==> src/rtl/viterbi_ctrl_pkg.sv <==
// =============================================================================
// viterbi_ctrl_pkg : shared types and constants for the Viterbi frame controller
// Revision: 1.0
// =============================================================================
`default_nettype none

package viterbi_ctrl_pkg;

    typedef enum logic [2:0] {
        ST_IDLE  = 3'd0,
        ST_RUN   = 3'd1,
        ST_FLUSH = 3'd2,
        ST_DRAIN = 3'd3,
        ST_DONE  = 3'd4
    } vctrl_state_t;

    // x^16 + x^14 + x^13 + x^11 + 1, left shift: feedback from bits 15,13,12,10
    localparam logic [15:0] c_lfsr_taps    = 16'hB400;
    localparam logic [15:0] c_pay_seed_sub = 16'hACE1;
    localparam logic [15:0] c_err_seed_sub = 16'h1D0F;

    function automatic logic [15:0] lfsr_step(input logic [15:0] v);
        return {v[14:0], ^(v & c_lfsr_taps)};
    endfunction

endpackage

`default_nettype wire

==> src/rtl/viterbi_frame_ctrl_if.sv <==
// =============================================================================
// viterbi_frame_ctrl_if : control, encoder/decoder and result signals of the
// frame controller. Revision: 1.0
// =============================================================================
`default_nettype none

interface viterbi_frame_ctrl_if #(
    parameter int ERR_W = 5
) ();
    logic             start;
    logic             abort;
    logic [15:0]      seed;
    logic [ERR_W:0]   err_thresh;
    logic             encoder_i;
    logic             enable_encoder_i;
    logic [1:0]       err_inj;
    logic             decoder_o;
    logic             busy;
    logic             done;
    logic [15:0]      bit_err_ct;
    logic [15:0]      inj_ct;

    modport master (
        output start, abort, seed, err_thresh, decoder_o,
        input  encoder_i, enable_encoder_i, err_inj, busy, done, bit_err_ct, inj_ct
    );

    modport slave (
        input  start, abort, seed, err_thresh, decoder_o,
        output encoder_i, enable_encoder_i, err_inj, busy, done, bit_err_ct, inj_ct
    );
endinterface

`default_nettype wire

==> src/rtl/viterbi_frame_ctrl_lfsr16.sv <==
// =============================================================================
// lfsr16 : 16-bit Fibonacci LFSR with load, advance and zero-seed substitution.
// Revision: 1.0
// =============================================================================
`default_nettype none

module lfsr16
    import viterbi_ctrl_pkg::*;
#(
    parameter logic [15:0] ZERO_SUB = 16'hACE1,
    parameter int          OUT_W    = 1
) (
    input  logic             clk,
    input  logic             rst,
    input  logic             load_i,
    input  logic [15:0]      seed_i,
    input  logic             advance_i,
    output logic [OUT_W-1:0] next_o
);
    logic [15:0] state_q;
    logic [15:0] state_d;

    always_comb begin
        state_d = state_q;
        if (load_i) begin
            state_d = (seed_i == 16'h0000) ? ZERO_SUB : seed_i;
        end else if (advance_i) begin
            state_d = lfsr_step(state_q);
        end
    end

    always_ff @(posedge clk) begin
        if (rst) begin
            state_q <= 16'h0000;
        end else begin
            state_q <= state_d;
        end
    end

    // Next-state view lets the owner register outputs in the same edge as a load
    assign next_o = state_d[OUT_W-1:0];

endmodule

`default_nettype wire

==> src/rtl/viterbi_frame_ctrl.sv <==
// =============================================================================
// viterbi_frame_ctrl : drives one payload frame + zero tail into the encoder,
// injects channel errors and scores decoder output. Revision: 1.0
// =============================================================================
`default_nettype none

module viterbi_frame_ctrl
    import viterbi_ctrl_pkg::*;
#(
    parameter int FRAME_LEN = 256,
    parameter int TAIL_LEN  = 8,
    parameter int DEC_LAT   = 40,
    parameter int ERR_W     = 5
) (
    input  logic                clk,
    input  logic                rst,
    viterbi_frame_ctrl_if.slave bus
);
    localparam int CNT_W = $clog2(FRAME_LEN + DEC_LAT + 1);
    localparam logic [CNT_W-1:0] c_run_last   = CNT_W'(FRAME_LEN - 1);
    localparam logic [CNT_W-1:0] c_flush_last = CNT_W'(FRAME_LEN + TAIL_LEN - 1);
    localparam logic [CNT_W-1:0] c_drain_last = CNT_W'(FRAME_LEN + DEC_LAT - 1);

    vctrl_state_t       state_q, state_d;
    logic [CNT_W-1:0]   cnt_q, cnt_d;
    logic [ERR_W:0]     thresh_q, thresh_d;
    logic               accept, aborting;
    logic               pay_bit_d;
    logic [ERR_W-1:0]   err_bits_d;
    logic               enc_q, enc_d, en_q, en_d, busy_q, busy_d, done_q, done_d;
    logic [1:0]         inj_q, inj_d;
    logic [15:0]        bit_err_q, inj_ct_q;
    logic [DEC_LAT-1:0] ref_vld_q, ref_bit_q;
    logic               miscompare;

    assign accept   = (state_q == ST_IDLE) && bus.start;
    assign aborting = (state_q != ST_IDLE) && bus.abort;

    lfsr16 #(.ZERO_SUB(c_pay_seed_sub), .OUT_W(1)) u_pay_lfsr (
        .clk       (clk),
        .rst       (rst),
        .load_i    (accept),
        .seed_i    (bus.seed),
        .advance_i (state_q == ST_RUN),
        .next_o    (pay_bit_d)
    );

    lfsr16 #(.ZERO_SUB(c_err_seed_sub), .OUT_W(ERR_W)) u_err_lfsr (
        .clk       (clk),
        .rst       (rst),
        .load_i    (accept),
        .seed_i    ({bus.seed[7:0], bus.seed[15:8]}),
        .advance_i (en_q),
        .next_o    (err_bits_d)
    );

    always_comb begin
        state_d  = state_q;
        cnt_d    = cnt_q + CNT_W'(1);
        thresh_d = thresh_q;
        case (state_q)
            ST_IDLE: begin
                cnt_d = cnt_q;
                if (bus.start) begin
                    state_d  = ST_RUN;
                    cnt_d    = '0;
                    thresh_d = bus.err_thresh;
                end
            end
            ST_RUN:   if (cnt_q == c_run_last)   state_d = ST_FLUSH;
            ST_FLUSH: if (cnt_q == c_flush_last) state_d = ST_DRAIN;
            ST_DRAIN: if (cnt_q == c_drain_last) state_d = ST_DONE;
            ST_DONE: begin
                cnt_d   = cnt_q;
                state_d = ST_IDLE;
            end
            default: state_d = ST_IDLE;
        endcase
        if (aborting) begin
            state_d = ST_IDLE;
        end

        // Outputs are registered from the next state so they line up with it
        en_d   = (state_d == ST_RUN) || (state_d == ST_FLUSH);
        enc_d  = (state_d == ST_RUN) && pay_bit_d;
        inj_d  = (en_d && ({1'b0, err_bits_d} < thresh_d)) ? 2'b01 : 2'b00;
        busy_d = (state_d != ST_IDLE);
        done_d = (state_d == ST_DONE);
    end

    always_ff @(posedge clk) begin
        if (rst) begin
            state_q  <= ST_IDLE;
            cnt_q    <= '0;
            thresh_q <= '0;
            enc_q    <= 1'b0;
            en_q     <= 1'b0;
            inj_q    <= 2'b00;
            busy_q   <= 1'b0;
            done_q   <= 1'b0;
        end else begin
            state_q  <= state_d;
            cnt_q    <= cnt_d;
            thresh_q <= thresh_d;
            enc_q    <= enc_d;
            en_q     <= en_d;
            inj_q    <= inj_d;
            busy_q   <= busy_d;
            done_q   <= done_d;
        end
    end

    // Only payload bits carry a valid tag, so tail bits fall out unscored
    always_ff @(posedge clk) begin
        if (rst || aborting) begin
            ref_vld_q <= '0;
            ref_bit_q <= '0;
        end else begin
            ref_vld_q <= DEC_LAT'({ref_vld_q, state_q == ST_RUN});
            ref_bit_q <= DEC_LAT'({ref_bit_q, enc_q});
        end
    end

    assign miscompare = ref_vld_q[DEC_LAT-1] & (ref_bit_q[DEC_LAT-1] ^ bus.decoder_o);

    always_ff @(posedge clk) begin
        if (rst || accept) begin
            bit_err_q <= 16'h0000;
            inj_ct_q  <= 16'h0000;
        end else if (!aborting) begin
            if (miscompare && (bit_err_q != 16'hFFFF)) begin
                bit_err_q <= bit_err_q + 16'd1;
            end
            if ((inj_q != 2'b00) && (inj_ct_q != 16'hFFFF)) begin
                inj_ct_q <= inj_ct_q + 16'd1;
            end
        end
    end

    assign bus.encoder_i        = enc_q;
    assign bus.enable_encoder_i = en_q;
    assign bus.err_inj          = inj_q;
    assign bus.busy             = busy_q;
    assign bus.done             = done_q;
    assign bus.bit_err_ct       = bit_err_q;
    assign bus.inj_ct           = inj_ct_q;

endmodule

`default_nettype wire

==> src/flat_wrapper.sv <==
// flat-port wrapper written by rule: the top's interface ports become plain ports
module viterbi_frame_ctrl_flat import viterbi_ctrl_pkg::*;
#(
    parameter int FRAME_LEN = 256,
    parameter int TAIL_LEN  = 8,
    parameter int DEC_LAT   = 40,
    parameter int ERR_W     = 5
)
  (clk, rst, bus_start, bus_abort, bus_seed, bus_err_thresh, bus_decoder_o, bus_encoder_i, bus_enable_encoder_i, bus_err_inj, bus_busy, bus_done, bus_bit_err_ct, bus_inj_ct);
  viterbi_frame_ctrl_if #(.ERR_W(ERR_W)) bus_i ();
  input  logic clk;
  input  logic rst;
  input wire logic [$bits(bus_i.start)-1:0] bus_start;
  input wire logic [$bits(bus_i.abort)-1:0] bus_abort;
  input wire logic [$bits(bus_i.seed)-1:0] bus_seed;
  input wire logic [$bits(bus_i.err_thresh)-1:0] bus_err_thresh;
  input wire logic [$bits(bus_i.decoder_o)-1:0] bus_decoder_o;
  output wire logic [$bits(bus_i.encoder_i)-1:0] bus_encoder_i;
  output wire logic [$bits(bus_i.enable_encoder_i)-1:0] bus_enable_encoder_i;
  output wire logic [$bits(bus_i.err_inj)-1:0] bus_err_inj;
  output wire logic [$bits(bus_i.busy)-1:0] bus_busy;
  output wire logic [$bits(bus_i.done)-1:0] bus_done;
  output wire logic [$bits(bus_i.bit_err_ct)-1:0] bus_bit_err_ct;
  output wire logic [$bits(bus_i.inj_ct)-1:0] bus_inj_ct;
  assign bus_i.start = bus_start;
  assign bus_i.abort = bus_abort;
  assign bus_i.seed = bus_seed;
  assign bus_i.err_thresh = bus_err_thresh;
  assign bus_i.decoder_o = bus_decoder_o;
  assign bus_encoder_i = bus_i.encoder_i;
  assign bus_enable_encoder_i = bus_i.enable_encoder_i;
  assign bus_err_inj = bus_i.err_inj;
  assign bus_busy = bus_i.busy;
  assign bus_done = bus_i.done;
  assign bus_bit_err_ct = bus_i.bit_err_ct;
  assign bus_inj_ct = bus_i.inj_ct;
  viterbi_frame_ctrl #(.FRAME_LEN(FRAME_LEN), .TAIL_LEN(TAIL_LEN), .DEC_LAT(DEC_LAT), .ERR_W(ERR_W)) u_core (.clk(clk), .rst(rst), .bus(bus_i));
endmodule
==> config.mk <==
export PLATFORM = sky130hd
export DESIGN_NAME = viterbi_frame_ctrl_flat
export DESIGN_NICKNAME = d
export VERILOG_FILES = /design/src/rtl/viterbi_ctrl_pkg.sv /design/src/rtl/viterbi_frame_ctrl_if.sv /design/src/rtl/viterbi_frame_ctrl_lfsr16.sv /design/src/rtl/viterbi_frame_ctrl.sv /design/src/flat_wrapper.sv
export SDC_FILE = /design/constraint.sdc
export NUM_CORES = 1
export LEC_CHECK = 0
export ABC_CLOCK_PERIOD_IN_PS = 2300
export BUFFER_PORTS_ARGS = -buffer_cell sky130_fd_sc_hd__buf_2
export CORE_MARGIN = 2
export CORE_UTILIZATION = 52
export DETAILED_ROUTE_END_ITERATION = 16
export PLACE_DENSITY = 0.73
export SLEW_MARGIN = 30
export SYNTH_ARGS = -nofsm -noshare
export SYNTH_HDL_FRONTEND = slang
export SYNTH_SLANG_ARGS = --single-unit
==> constraint.sdc <==
create_clock -name clk -period 2.3 [get_ports clk]
set_clock_uncertainty 0.15 [all_clocks]
set_input_delay 0.46 -clock clk [delete_from_list [all_inputs] [get_ports clk]]
set_output_delay 0.46 -clock clk [all_outputs]
set_load 0.01 [all_outputs]
# After elaboration in Yosys (flattened, before gate mapping)
# Cells that the tools add are included.
# op_classes
n_mux	17
n_eq_ne	13
reduce_logical	22
n_lt_le_gt_ge	1
bitwise_logic	4
n_addsub	3
# ops
operator	count
two-way mux 16 bit	6
adder 16 x 1 -> 16 bit (second input constant)	2
zero test 16 bit	2
!= test 16 bit (second input constant)	2
parity 16 bit	2
equality test 9 bit (second input constant)	2
one-hot mux 9 bit (2 select lines)	1
two-way mux 3 bit	5
two-way mux 6 bit	2
one-hot mux 3 bit (4 select lines)	1
adder 9 x 1 -> 9 bit (second input constant)	1
equality test 3 x 2 -> 1 bit (second input constant)	3
equality test 9 x 8 -> 1 bit (second input constant)	1
two-way mux 9 bit	1
equality test 3 x 1 -> 1 bit (second input constant)	2
equality test 3 bit (second input constant)	2
logical AND 1 bit	6
< comparator 5 x 6 -> 1 bit	1
AND reduction 2 bit	3
nonzero test 2 bit	3
nonzero test 3 bit	2
zero test 3 bit	1
logical OR 1 bit	3
!= test 2 bit (second input constant)	1
4 further kinds	5
# word_totals
register_bits	168
wordCells	76
input_bits	27

# Logic depth before layout (Yosys ltp)
# Gate-level depths: netlist (run 1).
# logic_depth
ltp_word	8
mapped_depth	11
depth_no_buf	11

# Modules after synthesis
# From an unflattened synthesis (run 1), not the netlist that was laid out.
# hier_totals
hier_cells	697
hier_area_um2	6621.4
# modules_own_cells
module	area_per_inst_um2	seq_area_each_um2	cells_each	n_inst
viterbi_frame_ctrl	4946.0	2702.6	497	1
lfsr16 (u_core.u_err_lfsr)	868.3	320.3	104	1
lfsr16 (u_core.u_pay_lfsr)	807.0	320.3	96	1

# Worst setup path before layout (run 1)
# OpenSTA, ideal clock, no wires.
# synth_timing
path_type	register to register
startpoint	register u_core.state_q[2]
endpoint	register u_core.inj_q[0], in the netlist u_core.bus.err_inj[0]
synth_period_minus_slack_ns	2.441
setup_time_ns	0.116
n_path_buf	3
path_slack_ns	-0.141
stages_incl_launch_ff	10
arrival_time_ns	2.175
cell_sequence	dfxtp_1 buf_2 or4b_4 buf_2 buf_1 a21oi_1 ha_1 and4_1 o311ai_0 o211a_1
# synth_between
elab_cells_between_ends	21
cone_classes	order compare: 1; eq/ne: 5; mux: 9; reduce/logical: 6
# synth_lines
element	line_no	source
from (decl)	viterbi_frame_ctrl.sv:24	vctrl_state_t state_q, state_d;
from (signal assigned)	viterbi_frame_ctrl.sv:102	state_q <= state_d;
zero test 3 bit	viterbi_frame_ctrl.sv:36	assign accept = (state_q == ST_IDLE) && bus.start;
logical AND 1 bit	viterbi_frame_ctrl.sv:36	
two-way mux 16 bit	viterbi_frame_ctrl_lfsr16.sv:25	if (load_i) begin
named net u_core.err_bits_d[3]	viterbi_frame_ctrl.sv:29	logic [ERR_W-1:0] err_bits_d;
< comparator 5 x 6 -> 1 bit	viterbi_frame_ctrl.sv:86	inj_d = (en_d && ({1'b0, err_bits_d} < thresh_d)) ? 2'b01 : 2'b00;
logical AND 1 bit	viterbi_frame_ctrl.sv:86	
two-way mux 1 bit	viterbi_frame_ctrl.sv:86	
to (signal assigned)	viterbi_frame_ctrl.sv:107	inj_q <= inj_d;
to (decl)	viterbi_frame_ctrl.sv:31	logic [1:0] inj_q, inj_d;
# The timed path passes the listed nets, and every way through them passes these cells.
# A chain may end at the register's enable or synchronous reset.

# Final worst setup path (run 1)
# layout_timing
startpoint	register u_core.state_q[1]
endpoint	register u_core.inj_q[0], in the netlist u_core.bus.err_inj[0]
# layout_between
elab_chain_len	7
elab_cells_between_ends	21
cone_classes	order compare: 1; eq/ne: 5; mux: 9; reduce/logical: 6
# layout_lines
element	line_no	source
equality test 3 x 2 -> 1 bit, or another cell as far along	viterbi_frame_ctrl.sv:61	case (state_q)
one-hot mux 3 bit (4 select lines) / logical AND 1 bit (equally long branches)	viterbi_frame_ctrl.sv:61, viterbi_frame_ctrl.sv:37	
two-way mux 3 bit	viterbi_frame_ctrl.sv:79	if (aborting) begin
equality test 3 x 1 -> 1 bit / equality test 3 x 2 -> 1 bit (equally long branches)	viterbi_frame_ctrl.sv:84	en_d = (state_d == ST_RUN) || (state_d == ST_FLUSH);
logical OR 1 bit	viterbi_frame_ctrl.sv:84	
logical AND 1 bit (*)	viterbi_frame_ctrl.sv:86	
two-way mux 1 bit (*)	viterbi_frame_ctrl.sv:86	
# Every way passes the cells marked *; elsewhere a longest branch is shown, timed or not.

==> results.yml, run 1 <==
cts:
  htreeDepth: 4
  cts_buffers: 17
  root_buffer: "clkbuf_16"
  insertion_delay_ns: 0.42
  cts_buffer_depth: 2
  clock_sinks: 167
  tritoncts: "yes"
  path_clk_slew_ns: 0.06
sta:
  fmax_mhz: 448
  fin_setup_tns_ns: 0
  period_minus_slack_ns: 2.23
  drv_slew: 0
  setup_ws_ns: 0.0657
  max_slew.worst_pin.slew_ns: 0.593
  max-slew-margin-rel_pct: 60.2
  holdWs_ns: 0.148
  setup_viol: 0
  finalHoldViolCount: 0
  post-route-period-util_pct: 97.1
worst_setup_path:
  cp-end-kind: "register"
  crit_type: "register to register"
  critPathMaxStageDelay_ns: 0.37
  cpMaxStageDelayCell: "nor4b_4"
  reg2reg_slack_ns: 0.07
  reg2reg_from: "u_core.state_q[1]"
  cp-start-kind: "register"
  path_cells: "nor4b_4, buf_6, mux2i_4, ha_1, a21o_1, a21oi_2, nor2b_1, o21ai_1, o211a_1"
  worstPathMaxFanout: 5
  startpoint: "u_core.state_q[1]"
  critical_path_arrival_ns: 2.45
  cp.required_ns: 2.52
cells_and_area:
  fill_cells: 976
  n_antenna_cell: 0
  drive_gt1_share_pct: 22.4
  final_util_pct: 64.4
  nNetsFinal: 787
  areaGrowthSynthToFinish_pct: 21.2
logic_synthesis:
  netlist_area_mm2: 0.00638
  synth_top_family_by_area: "simple AND/OR/NAND/NOR gates"
  synth-compound-area-share_pct: 9.60
  synth_edf_count: 0
  synth_xor_xnor_area_share_pct: 4.66
  synth_top_area_share_pct: 52.4
  yosys-top-cells-count: "167 x dfxtp_1, 81 x and2_1, 71 x nor2_1"
  syn-num-nets: 695
  synth-async-reset-ratio_pct: 0
  yosys_warnings: 0
  synth_cell_types: 58
  syn_inst: 660
  ys_ff_latch: 167
  yosysTopAreaCell: "dfxtp_1"
  synthTopCellsByArea: "dfxtp_1 52%, and2_1 7.9%, nor2_1 4.2%"
  synth.avg_cell_area_um2: 9.67
  synthSimpleGateAreaFrac_pct: 25.1
  synthAdderAreaFrac_pct: 1.57
  synth_seq_area_share_pct: 52.4
  synthMuxAreaShare_pct: 3.92
  synth_ff_type: "dfxtp_1"
  synth_most_common_cell: "dfxtp_1"
global_route:
  grt_max_degree: 73
  grt_usage_pct: 20.6
  grt_pass1_vias: 4705
  grt_pass1_wl_mm: 21.7
  grt_antenna_before_repair: 0
  grt-ovfl-total: 0
routing:
  drtPass1Iterations: 5
  final_antenna_net_count: 0
  wl_met1_mm: 5.95
  drtIter0Drc: 301
  route.met2.wl_mm: 6.34
  top_layer: "met4"
  wl_met3_um: 469
  viasPerCell: 5.26
  totalWireLength_mm: 13.0
  num_vias: 4799
  wire_per_inst_um: 14.2
  drc_errors: 0
power:
  switching_share_pct: 24.4
  p_int_uw: 4630
  power_uw: 6120
  power_density_mw_per_mm2: 792
  ir_drop_mv: 0.406
  p_clk_share_pct: 42.2
  p_switching_uw: 1500
  p_comb_share_pct: 8.4
  pwr-share-seq_pct: 49.4
  leakage_uw: 0.00312
die:
  die_area_mm2: 0.0132
  ios: 65
  die_h_um: 115
  start_util_pct: 53.1
  core_area_mm2: 0.0120
  rows: 40
  die_w_um: 115
placement:
  pre_cts_ws_ns: -0.415
  dpl.hpwl_mm: 8.77
  gp_congestion: 0.818
  port_buffers: 63
flow_run:
  cap_violations: 0
worst_hold_path:
  hold_class: "input port to register"
  hold_start: "bus_abort"
outcome:
  status: "finished clean"
==> worst max-delay path, delay by kind of cell, from the launching register on <==
kind / cells / cell delay, ns
AOI/OAI and AO/OA: 4 / 0.59
adders and majority gates: 1 / 0.27
buffers and inverters: 1 / 0.18
DFF: 1 / 0.34
muxes: 1 / 0.23
and+or+nand+nor: 2 / 0.42
==> path summary, 6_finish.rpt <==
| kind | endpoint | cells after the start |
|---|---|---|
| max | u_core.bus.err_inj[0] | 9 |
| min | u_core.state_q[2] | 2 |
| max reg2reg | u_core.bus.err_inj[0] | 9 |
| min reg2reg | u_core.ref_vld_q[12] | 1 |
==> logic make-up (layout without fill, tap and decap cells) <==
logic type | count (synthesis) | count (layout)
other | 1 | 1
adders and majority gates | 8 | 8
xor gates and xnor gates | 34 | 34
DFF | 167 | 167
AOI/OAI and AO/OA | 86 | 86
muxes | 25 | 25
and+or+nand+nor | 298 | 298
buffers and inverters | 41 | 146
==> state kept, by name (all words and copies together) (netlist names) <==
register                     flops
u_core.bus.encoder_i             1
u_core.bus.inj_ct               16
u_core.state_q                   3
u_core.bus.enable_encoder_i      1
u_core.bus.bit_err_ct           16
u_core.bus.done                  1
u_core.cnt_q                     9
u_core.bus.busy                  1
u_core.u_pay_lfsr.state_q       16
u_core.ref_bit_q                40
u_core.bus.err_inj               1
u_core.thresh_q                  6
u_core.u_err_lfsr.state_q       16
u_core.ref_vld_q                40
==> what timing repair did <==
| action | CTS | global route |
|---|---|---|
| endpoints found under the setup margin | 1 | 1 |
| hold buffers | 0 | 0 |
| resized for setup | 6 | 14 |
| pin swaps | 1 | 7 |
| buffers inserted | 2 | 3 |
==> cell type report <==
class / count / area (um2) / area share [%]
Sequential cell: 167 / 3350 / 43.3
Inverter: 6 / 22.5 / 0.291
Clock inverter: 12 / 95.1 / 1.23
Tap cell: 147 / 184 / 2.38
Timing Repair Buffer: 108 / 673 / 8.70
Clock buffer: 20 / 447 / 5.77
Multi-Input combinational cell: 452 / 2970 / 38.4
==> placed cells by master (no fill, tap or decap), drive strengths merged, types with 17 or more instances in the layout <==
| master | count |
|---|---|
| a211oi | 17 |
| mux2i | 25 |
| nor2 | 71 |
| dfxtp | 167 |
| nand2 | 59 |
| buf | 108 |
| clkbuf | 20 |
| a21oi | 28 |
| and2 | 81 |
| xnor2 | 29 |
==> per-layer routing <==
layer,vias up,global-route usage (%)
li1,2425,-
met1,2263,24.8
met2,88,35.6
met3,23,4.85
met4,0,8.35
met5,-,0
==> power by group through the flow <==
stage	sequential [uW]	clock (uW)	combinational [uW]
global route	3030	2750	568
global placement	3080	0	452
detailed placement	3090	0	470
CTS	3020	2630	483
floorplan	3070	0	316
finish	3020	2590	513
==> stage by stage <==
stage	cell area (um2)	instances
finish	7730	912
global route	7730	912
CTS	7650	909
detailed placement	7070	875
global placement	7070	875
floorplan	6430	660
No activity file was read; power rests on OpenSTA's default activity.
==> run 2, diff against run 1 <==
--- a/config.mk
+++ b/config.mk
@@ -5,12 +5,13 @@
 export SDC_FILE = /design/constraint.sdc
 export NUM_CORES = 1
 export LEC_CHECK = 0
+export ABC_AREA = 1
 export ABC_CLOCK_PERIOD_IN_PS = 2300
 export BUFFER_PORTS_ARGS = -buffer_cell sky130_fd_sc_hd__buf_2
 export CORE_MARGIN = 2
-export CORE_UTILIZATION = 52
+export CORE_UTILIZATION = 53
 export DETAILED_ROUTE_END_ITERATION = 16
-export PLACE_DENSITY = 0.73
+export PLACE_DENSITY = 0.74
 export SLEW_MARGIN = 30
 export SYNTH_ARGS = -nofsm -noshare
 export SYNTH_HDL_FRONTEND = slang
==> constraint.sdc (replaced) <==
create_clock -name clk -period 2.3 [get_ports clk]
set_clock_uncertainty 0.15 [all_clocks]
set_input_delay 0.345 -clock clk [delete_from_list [all_inputs] [get_ports clk]]
set_output_delay 0.345 -clock clk [all_outputs]
set_load 0.01 [all_outputs]
==> run 2 against run 1 <==
Critical path depth is the same. Flip-flop and latch count is the same. Via count grew 15%. Fmax grew 5.4%. Core utilization shrank 1.4 points. Register-to-register slack gained 0.11 ns. Die area grew 2.9%. Non-clock buffer count shrank 31. Worst hold slack lost 0.094 ns. Cell count grew 25%. Clock power grew 19%. Critical endpoint unchanged. Largest power group is now the clock network.
==> results.yml, run 2 <==
placement:
  placedCellCount: 1105
  port_buffers: 63
  pre_cts_ws_ns: 0.226
  gp_congestion: 0.952
  dpl.hpwl_mm: 8.86
cells_and_area:
  final_cell_mix: "167 x dfxtp_1, 162 x nand2_1, 148 x nor2_1"
  drive_gt1_share_pct: 13.4
  fill_cells: 1109
  n_antenna_cell: 0
  areaGrowthSynthToFinish_pct: 17.3
  final_common_cell: "dfxtp_1"
  nNetsFinal: 987
  top_regs: "u_core.ref_bit_q x40, u_core.ref_vld_q x40"
  multi_input_area_mm2: 0.00264
  regArea_mm2: 0.00334
  final_cells: 1137
sta:
  fmax_mhz: 472
  finalHoldViolCount: 0
  max-slew-margin-rel_pct: 63.0
  drv_slew: 0
  setup_viol: 0
  max_slew.worst_pin.slew_ns: 0.556
  period_minus_slack_ns: 2.12
  post-route-period-util_pct: 92.2
  setup_ws_ns: 0.180
worst_setup_path:
  cpMaxStageDelayCell: "dfxtp_1"
  cp.required_ns: 2.46
  reg2reg_from: "u_core.state_q[1]"
  crit_type: "register to register"
  path_cells: "nor2_2, nand3_4, buf_4, nor2_1, a22oi_1, ha_1, nand2_1, a21oi_1, nor2_1"
  cp-start-kind: "register"
  crit_family: "simple AND/OR/NAND/NOR gates"
  timing.rr.end: "u_core.bus.err_inj[0]"
  worstPathMaxFanout: 19
  cp-end-kind: "register"
  cp_num_buf_inv: 1
  ff2ff_path_depth: 9
  critical_path_arrival_ns: 2.28
  reg2reg_slack_ns: 0.18
  critPathMaxStageDelay_ns: 0.35
  crit_top_cell: "nor2_1"
power:
  power_uw: 6560
  leakage_uw: 0.00307
  ir_drop_mv: 0.446
  power_density_mw_per_mm2: 835
cts:
  htreeDepth: 4
  clock_sinks: 167
  postCtsSetupBuffers: 0
  cts_buffers: 17
  tritoncts: "yes"
  root_buffer: "clkbuf_16"
  insertion_delay_ns: 0.41
  path_clk_slew_ns: 0.06
  cts_buffer_depth: 2
logic_synthesis:
  synth_cell_types: 39
  ys_ff_latch: 167
  synth.avg_cell_area_um2: 7.55
  syn_inst: 887
  synth-async-reset-ratio_pct: 0
  synth_seq_area_share_pct: 49.9
  netlist_area_mm2: 0.00670
  synth_most_common_cell: "dfxtp_1"
  synth_ff_type: "dfxtp_1"
  synth_top_area_share_pct: 49.9
  syn-num-nets: 922
  yosys_warnings: 0
  yosysTopAreaCell: "dfxtp_1"
  synth_edf_count: 0
  synthTopCellsByArea: "dfxtp_1 50%, nand2_1 9.1%, nor2_1 8.3%"
  yosys-top-cells-count: "167 x dfxtp_1, 162 x nand2_1, 148 x nor2_1"
worst_hold_path:
  hold_start: "bus_err_thresh[0]"
  hold_class: "input port to register"
  min_to: "u_core.thresh_q[0]"
  hold_depth: 3
global_route:
  grt-ovfl-total: 0
  busiest_layer: "met2"
  grt_usage_pct: 20.6
  grt_pass1_vias: 5017
  use_met2_pct: 34.0
  use_met1_pct: 25.7
  gr-usage-met3_pct: 5.86
  grt_antenna_before_repair: 0
  grt_max_degree: 80
  grt_pass1_wl_mm: 22.1
outcome:
  status: "finished clean"
routing:
  drtIter0Drc: 439
  viasPerCell: 4.86
  drc_errors: 0
  final_antenna_net_count: 0
  wire_per_inst_um: 11.5
  totalWireLength_mm: 13.0
  num_vias: 5521
  drtPass1Iterations: 6
die:
  core_area_mm2: 0.0125
  start_util_pct: 53.7
  die_h_um: 116
  die_w_um: 116
  die_area_mm2: 0.0136
  rows: 41
  ios: 65
flow_run:
  cap_violations: 0
-- run 2: changes by cell type in the layout (fill, tap and decap cells not counted), moves of 16 or more --
cell     change
inv_1      +134
and2_1      -80
xnor2_1     -16
a21oi_1     +29
mux2i_1     -17
nand3_1     +24
buf_4       -30
nor2_1      +80
a31oi_1     +17
nand2_1    +104
-- run 2: area by class of cell --
class | instances | area share [%]
well taps | 172 | 2.74
repair buffers | 77 | 5.67
multi-input cells | 542 | 33.6
clock inverters | 12 | 2.53
flip-flops and latches | 167 | 42.6
inverters | 147 | 7.09
clock buffers | 20 | 5.81
-- run 2: per-stage QoR --
step | instance area, um2 | hold slack (ns) | util, % | setup TNS, ns
2_1_floorplan | 6700 | 0.244 | - | 0
3_3_place_gp | 7190 | 0.244 | 57.7 | 0
3_5_place_dp | 7190 | 0.248 | 57.7 | 0
4_1_cts | 7850 | 0.0309 | 63.0 | 0
5_1_grt | 7860 | 0.0618 | 63.0 | -0.00336
6_report | 7860 | 0.0546 | 63.0 | 0
-- run 2: per-layer routing --
metal	wire [um]	vias up
met1	5870	2472
met3	710	19
met4	225	0
met5	0	-
met2	6230	150
li1	-	2880
-- run 2: how the worst max path moves through the flow --
stage / from / to / slack (ns) / depth (start not counted)
after floorplan: u_core.state_q[1] / u_core.bus.err_inj[0] / 0.36 / 12
after detailed placement: u_core.cnt_q[1] / u_core.bus.busy / 0.23 / 9
after global routing: u_core.state_q[1] / u_core.bus.err_inj[0] / -0.003 / 10
after CTS: u_core.cnt_q[1] / u_core.bus.busy / 0.18 / 9
after global placement: u_core.state_q[1] / u_core.bus.err_inj[0] / 0.21 / 9
final: u_core.state_q[1] / u_core.bus.err_inj[0] / 0.18 / 9
-- run 2: cell families (layout without fill, tap and decap cells) --
| kind of cell | after synthesis | after routing | synth area share, % |
|---|---|---|---|
| xor+xnor | 25 | 25 | 3.27 |
| other cells | 1 | 1 | 0.0560 |
| flops | 167 | 167 | 49.9 |
| compound gates | 113 | 113 | 9.51 |
| simple gates | 390 | 390 | 24.2 |
| mux | 5 | 5 | 0.747 |
| fa+ha+maj | 8 | 8 | 1.49 |
| buf+inv | 178 | 256 | 10.8 |
-- run 2: timing repair --
action	in CTS	in global routing
hold buffers	0	0
endpoints found under the setup margin	0	2
resized for setup	0	2
-- run 2: worst min-delay path, cell delays in order --
cell,delay (ns)
buf_2,0.09
nand2_1,0.07
a21oi_1,0.06
-- run 2: where the power goes --
part | switching, uW | internal (uW)
Sequential | 44.8 | 2960
Clock | 1100 | 1980
Combinational | 304 | 166
Total | 1440 | 5110
